**config.mk**
```make
export PLATFORM = sky130hd
export DESIGN_NAME = dose_counter_multi
export DESIGN_NICKNAME = d
export VERILOG_FILES = /design/src/rtl/dose_counter_multi.sv
export SDC_FILE = /design/constraint.sdc
export NUM_CORES = 1
export LEC_CHECK = 0
export CORE_UTILIZATION = 45
export CTS_BUF_LIST = sky130_fd_sc_hd__clkbuf_16
export CTS_CLUSTER_SIZE = 12
export DETAILED_ROUTE_END_ITERATION = 12
export GPL_TIMING_DRIVEN = 1
export PLACE_DENSITY = 0.67
export SYNTH_ARGS = -nofsm -noshare
export SYNTH_HDL_FRONTEND = slang
export SYNTH_SLANG_ARGS = --single-unit
```
**constraint.sdc**
```tcl
create_clock -name clk -period 2.7 [get_ports clk]
set_input_delay 0.405 -clock clk [delete_from_list [all_inputs] [get_ports clk]]
set_output_delay 0.405 -clock clk [all_outputs]
set_load 0.02 [all_outputs]
```
**src/rtl/dose_counter_multi.sv**
```systemverilog
// -----------------------------------------------------------------------------
// dose_counter_multi
//
// N-channel grain dosing counter. Every channel owns a grain sensor, a valve
// enable and a small IDLE/RUN/DONE controller. The sensor is synchronised,
// glitch-filtered, and each accepted rising edge of the filtered level adds one
// to the channel count while the channel is dosing. The dose ends when the
// count reaches the target latched at start, or when the channel is aborted.
//
// Command semantics: start and abort are level inputs sampled on every rising
// clock edge; there is no ready/acknowledge. A start is taken only in IDLE
// (abort wins over start on the same edge) and is ignored in RUN and DONE. An
// abort is acted on only in RUN. The outcome of a dose is reported by a
// one-cycle done or aborted pulse; valve_on and busy are plain status levels.
//
// Parameters:
//   CHANNELS       number of independent dosing channels (1..16)
//   WIDTH          width of the per-channel target and count
//   SYNC_STAGES    synchroniser depth on each sensor input (>=2)
//   FILTER_CYCLES  consecutive disagreeing cycles before the filtered level
//                  flips (>=1)
//
// Ports:
//   clk        in   system clock, all logic on the rising edge
//   reset      in   asynchronous active-low reset
//   start      in   [CHANNELS]        per-channel dose request
//   abort      in   [CHANNELS]        per-channel abort
//   sensor_in  in   [CHANNELS]        raw asynchronous grain sensor pulses
//   target     in   [CHANNELS*WIDTH]  per-channel target, channel i at
//                                     [i*WIDTH +: WIDTH]
//   valve_on   out  [CHANNELS]        valve enable, high only in RUN
//   count      out  [CHANNELS*WIDTH]  accepted pulses of current/last dose
//   done       out  [CHANNELS]        one-cycle pulse when a dose completes
//   aborted    out  [CHANNELS]        one-cycle pulse when a dose is aborted
//   busy       out  1                 OR of all channels in RUN
//
// Debug: the per-channel controller state is visible on the internal array
// chan_state, which also drives busy.
// -----------------------------------------------------------------------------
module dose_counter_multi #(
   parameter int CHANNELS      = 4,
   parameter int WIDTH         = 8,
   parameter int SYNC_STAGES   = 2,
   parameter int FILTER_CYCLES = 4
) (
   input  logic                      clk,
   input  logic                      reset,
   input  logic [CHANNELS-1:0]       start,
   input  logic [CHANNELS-1:0]       abort,
   input  logic [CHANNELS-1:0]       sensor_in,
   input  logic [CHANNELS*WIDTH-1:0] target,
   output logic [CHANNELS-1:0]       valve_on,
   output logic [CHANNELS*WIDTH-1:0] count,
   output logic [CHANNELS-1:0]       done,
   output logic [CHANNELS-1:0]       aborted,
   output logic                      busy
);

   typedef enum logic [1:0] {
      ST_IDLE = 2'd0,
      ST_RUN  = 2'd1,
      ST_DONE = 2'd2
   } state_t;

   // The filter counter only has to hold 0..FILTER_CYCLES-1: the cycle that
   // would make it reach FILTER_CYCLES flips the level and clears it instead.
   localparam int             FCW       = (FILTER_CYCLES > 1) ? $clog2(FILTER_CYCLES) : 1;
   localparam logic [FCW-1:0] FILT_LAST = FCW'(FILTER_CYCLES - 1);

   // Per-channel controller state, exported for observation and used for busy.
   state_t chan_state [CHANNELS];

   for (genvar gi = 0; gi < CHANNELS; gi++) begin : g_chan

      // ---------------------------------------------------------------
      // Sensor front end: synchroniser, persistence filter, edge detect
      // ---------------------------------------------------------------
      logic [SYNC_STAGES-1:0] sync_q;
      logic                   synced;
      logic                   filt_q;
      logic                   filt_prev_q;
      logic [FCW-1:0]         filt_cnt_q;
      logic                   accept;

      assign synced = sync_q[SYNC_STAGES-1];
      // One-cycle strobe on a 0->1 move of the filtered level.
      assign accept = filt_q & ~filt_prev_q;

      always_ff @(posedge clk or negedge reset) begin : p_filter
         if (!reset) begin
            sync_q      <= '0;
            filt_q      <= 1'b0;
            filt_prev_q <= 1'b0;
            filt_cnt_q  <= '0;
         end else begin
            sync_q      <= {sync_q[SYNC_STAGES-2:0], sensor_in[gi]};
            filt_prev_q <= filt_q;
            // The filter runs in every controller state, so a sensor that is
            // already high when a dose starts is already reflected in filt_q
            // and cannot produce an edge.
            if (synced != filt_q) begin
               if (filt_cnt_q == FILT_LAST) begin
                  filt_q     <= ~filt_q;
                  filt_cnt_q <= '0;
               end else begin
                  filt_cnt_q <= filt_cnt_q + FCW'(1);
               end
            end else begin
               filt_cnt_q <= '0;
            end
         end
      end

      // ---------------------------------------------------------------
      // Dose controller
      // ---------------------------------------------------------------
      state_t           state_q;
      logic [WIDTH-1:0] tgt_in;
      logic [WIDTH-1:0] tgt_q;
      logic [WIDTH-1:0] count_q;
      logic [WIDTH-1:0] count_next;
      logic             valve_q;
      logic             done_q;
      logic             aborted_q;

      assign tgt_in     = target[gi*WIDTH +: WIDTH];
      assign count_next = count_q + WIDTH'(1);

      always_ff @(posedge clk or negedge reset) begin : p_fsm
         if (!reset) begin
            state_q   <= ST_IDLE;
            tgt_q     <= '0;
            count_q   <= '0;
            valve_q   <= 1'b0;
            done_q    <= 1'b0;
            aborted_q <= 1'b0;
         end else begin
            done_q    <= 1'b0;
            aborted_q <= 1'b0;
            case (state_q)
               ST_IDLE: begin
                  if (!abort[gi] && start[gi]) begin
                     tgt_q   <= tgt_in;
                     count_q <= '0;
                     if (tgt_in != '0) begin
                        state_q <= ST_RUN;
                        valve_q <= 1'b1;
                     end else begin
                        // Nothing to dispense: report completion without
                        // ever opening the valve.
                        state_q <= ST_DONE;
                     end
                  end
               end

               ST_RUN: begin
                  if (abort[gi]) begin
                     // Abort takes priority over a pulse on the same edge,
                     // so the count keeps its pre-abort value.
                     state_q   <= ST_IDLE;
                     valve_q   <= 1'b0;
                     aborted_q <= 1'b1;
                  end else if (accept) begin
                     count_q <= count_next;
                     // Close the valve on the very edge that writes the
                     // final count. The count stops at the target, so it
                     // never wraps even for an all-ones target.
                     if (count_next == tgt_q) begin
                        state_q <= ST_DONE;
                        valve_q <= 1'b0;
                     end
                  end
               end

               ST_DONE: begin
                  done_q  <= 1'b1;
                  state_q <= ST_IDLE;
               end

               default: begin
                  state_q <= ST_IDLE;
                  valve_q <= 1'b0;
               end
            endcase
         end
      end

      assign chan_state[gi]              = state_q;
      assign valve_on[gi]                = valve_q;
      assign done[gi]                    = done_q;
      assign aborted[gi]                 = aborted_q;
      assign count[gi*WIDTH +: WIDTH]    = count_q;
   end

   always_comb begin
      busy = 1'b0;
      for (int c = 0; c < CHANNELS; c++) begin
         if (chan_state[c] == ST_RUN) begin
            busy = 1'b1;
         end
      end
   end

endmodule

```
==> metrics.cfg <==
[detailed_routing]
wl_per_cell_microns = 15.65
postRouteAntennaNets = 0
num_vias = 4295
drc = 2
drtIter0Drc = 269
drt_wl_total_mm = 11.82
viasPerCell = 5.689
firstDrtPassIters = 8

[status]
status = complete, but fails checks
violations = design-rule violations

[die]
ios = 91
start_util = 0.4615
die_y_microns = 112.8
dieArea_sq_um = 12710
core_area_sq_um = 11960
rows = 40
die_x_microns = 112.8

[clock_network]
cts_root_buf = clkbuf_16
clkLatencyLatePin_ns = 0.35
cts_htree_levels = 3
cts.clk_slew.worst_paths_ns = 0.07
clockBufferDepth = 2
numCtsBuffers = 9
cts_tree = built
cts.sinks = 108
cts_hold_buf = 0

[timing]
clock_skew_ns = 0.007010
rsz0062_at_grt = no
drv_slew = 0
finalSetupViolCount = 0
worst_slew_pin_slew_ns = 0.5723
tns_ns = 0
period_minus_slack_ns = 2.569
maxSlewHeadroom = 0.6159
fin_crit_sh = 0.9513
hold_violations = 0
fmax_mhz = 389.3

[placement]
place.gp.congestion = 0.8459
dp_hpwl_mm = 8.748
io_buffers = 90

[logic_synthesis]
synth-seq-cells = 108
synth_fp_nets = 574
netlist_area_sq_um = 5520
synth_top_area_share = 0.4896
synth_edf_count = 0
synth_seq_area_share = 0.4896
synth.avg_cell_area_sq_um = 10.62
synth_cells = 520
synth_area_leaders = dfrtp_1 49%, mux2_2 7.3%, o21ai_0 4.0%
async_reset_ff_frac = 1.000
yosys.area.top_type = dfrtp_1
ys_types = 58
dominantRegCellSynth = dfrtp_1
ys_warn_count = 0

[critical_path]
required_ns = 2.95
worstReg2RegStart = g_chan[2].count_q[0]$_DFFE_PN0P_
worst-setup-path-type = flop to flop
worstPathMaxFanout = 7
cp-end-kind = flop
cp.arrival_ns = 2.82
startpoint_type = flop
crit_start = g_chan[2].count_q[0]$_DFFE_PN0P_
regToRegSetupSlack_ns = 0.13

[layout]
final-seq-area_sq_um = 2703
antennaDiodeCount = 0
final_cell_mix = 108 x dfrtp_1, 89 x clkdlybuf4s50_1, 44 x o21ai_0, 36 x mux2_2, 34 x nand2_1
fin_util = 0.5689
fin_nets = 657
multi_input_area_sq_um = 2630
fillCellCount = 1048
mostFrequentLayoutCell = dfrtp_1
drive_gt1_frac = 0.1201
area_growth_pct = 23.28

[pwr]
ir_drop_v = 0.0005143
power.density_nw_per_um2 = 747.5
p_leak_nw = 2.812

[global_route]
gr-usage-all-layers = 0.1965
grt_pass1_vias = 4080
grt_pass1_wl_mm = 19.74
antenna_found_initial = 0
grt_remaining_overflow = 0
grt_max_degree = 42

[run]
cap_violations = 0

[min_path]
min-delay-path-class = primary input to async pin

[path summary, 6_finish.rpt]
kind / cells past startpoint / end
worst max-delay path: 6 / g_chan[2].state_q[1]$_DFFE_PN0P_
worst min-delay path: 1 / g_chan[2].count_q[3]$_DFFE_PN0P_
worst max register to register: 6 / g_chan[2].state_q[1]$_DFFE_PN0P_
worst min register to register: 0 / g_chan[3].sync_q[1]$_DFF_PN0_
max in group asynchronous: 2 / g_chan[1].tgt_q[5]$_DFFE_PN0P_
min in group clk: 0 / g_chan[3].sync_q[1]$_DFF_PN0_
[per-layer routing]
| layer | wire [microns] | part of all wire | global-route usage |
|---|---|---|---|
| met4 | 171 | 0.014 | 0.06489 |
| met2 | 5890 | 0.50 | 0.3263 |
| met3 | 501 | 0.042 | 0.05035 |
| met1 | 5256 | 0.44 | 0.2511 |
| met5 | 0 | 0 | 0 |
[worst max-delay path: stages (launching register included)]
cell	delay, ns
dfrtp_1	0.47
ha_2	0.27
nand3_1	0.16
or3_1	0.38
a211o_1	0.31
or4b_4	0.51
a2111oi_4	0.36
[cells in the mapped netlist (4+ instances only)]
| cell | instances |
|---|---|
| nor3b_1 | 5 |
| o21ai_0 | 44 |
| nand2b_1 | 11 |
| nand4_1 | 4 |
| nand2_1 | 34 |
| o41ai_1 | 5 |
| o31ai_1 | 16 |
| a31oi_1 | 12 |
| xnor2_1 | 23 |
| a21oi_1 | 6 |
| a211o_1 | 4 |
| a21o_1 | 5 |
| nor4_1 | 11 |
| buf_4 | 13 |
| clkbuf_1 | 14 |
| inv_1 | 8 |
| ha_1 | 8 |
| dfrtp_1 | 108 |
| nor2_1 | 26 |
| and3_1 | 8 |
| mux2_2 | 36 |
| xor2_1 | 16 |
| nand3_1 | 19 |
| nor3_1 | 10 |
| nor2b_1 | 24 |
[where the power goes]
| group | switching (mW) | leakage [nW] | total (mW) | internal [mW] |
|---|---|---|---|---|
| clock | 0.558 | 0.149 | 1.26 | 0.700 |
| sequential | 0.336 | 1.37 | 2.33 | 1.99 |
| combinational | 0.694 | 1.29 | 1.50 | 0.809 |
| total | 1.59 | 2.81 | 5.09 | 3.50 |
[kinds of logic after synthesis]
group           Yosys count  share of synthesized area
compound gates          119                     0.1478
mux                      38                    0.07706
xor+xnor                 39                    0.06188
flops                   108                     0.4896
buf+inv                  37                    0.03445
fa+ha+maj                 8                    0.01813
simple gates            171                     0.1711
[flip-flops by register name, indices dropped and copies added, names as in the netlist]
signal,flops
g_chan.filt_q,4
g_chan.filt_cnt_q,8
g_chan.valve_q,4
g_chan.count_q,32
g_chan.filt_prev_q,4
g_chan.sync_q,8
g_chan.state_q,8
g_chan.done_q,4
g_chan.aborted_q,4
g_chan.tgt_q,32
[area by class of cell]
class / instances / area share
Inverter: 8 / 0.004413
Clock buffer: 9 / 0.03309
Sequential cell: 108 / 0.3971
Clock inverter: 7 / 0.007722
Timing Repair Buffer: 101 / 0.1441
Tap cell: 147 / 0.02703
Multi-Input combinational cell: 375 / 0.3865
[through the flow]
stage / total power [mW] / std cells / setup WS (ns) / hold WS [ns] / area [sq um]
6_report: 5.087 / 755 / 0.1315 / 0.01486 / 6805
5_1_grt: 5.410 / 755 / 0.03786 / 0.04932 / 6805
4_1_cts: 5.138 / 755 / 0.1096 / 0.03883 / 6803
3_5_place_dp: 3.865 / 739 / 0.1339 / 0.3424 / 6525
3_3_place_gp: 3.791 / 739 / 0.2340 / 0.3338 / 6525
2_1_floorplan: 3.366 / 520 / 0.1931 / 0.1094 / 5520
[repair_timing]
item | 4_1_cts | 5_1_grt
buffers inserted | 0 | 0
setup endpoints to repair | 0 | 1
endpoints found under the hold margin | 0 | 0
resized for setup | 0 | 1
No activity file was read; power rests on OpenSTA's default activity.
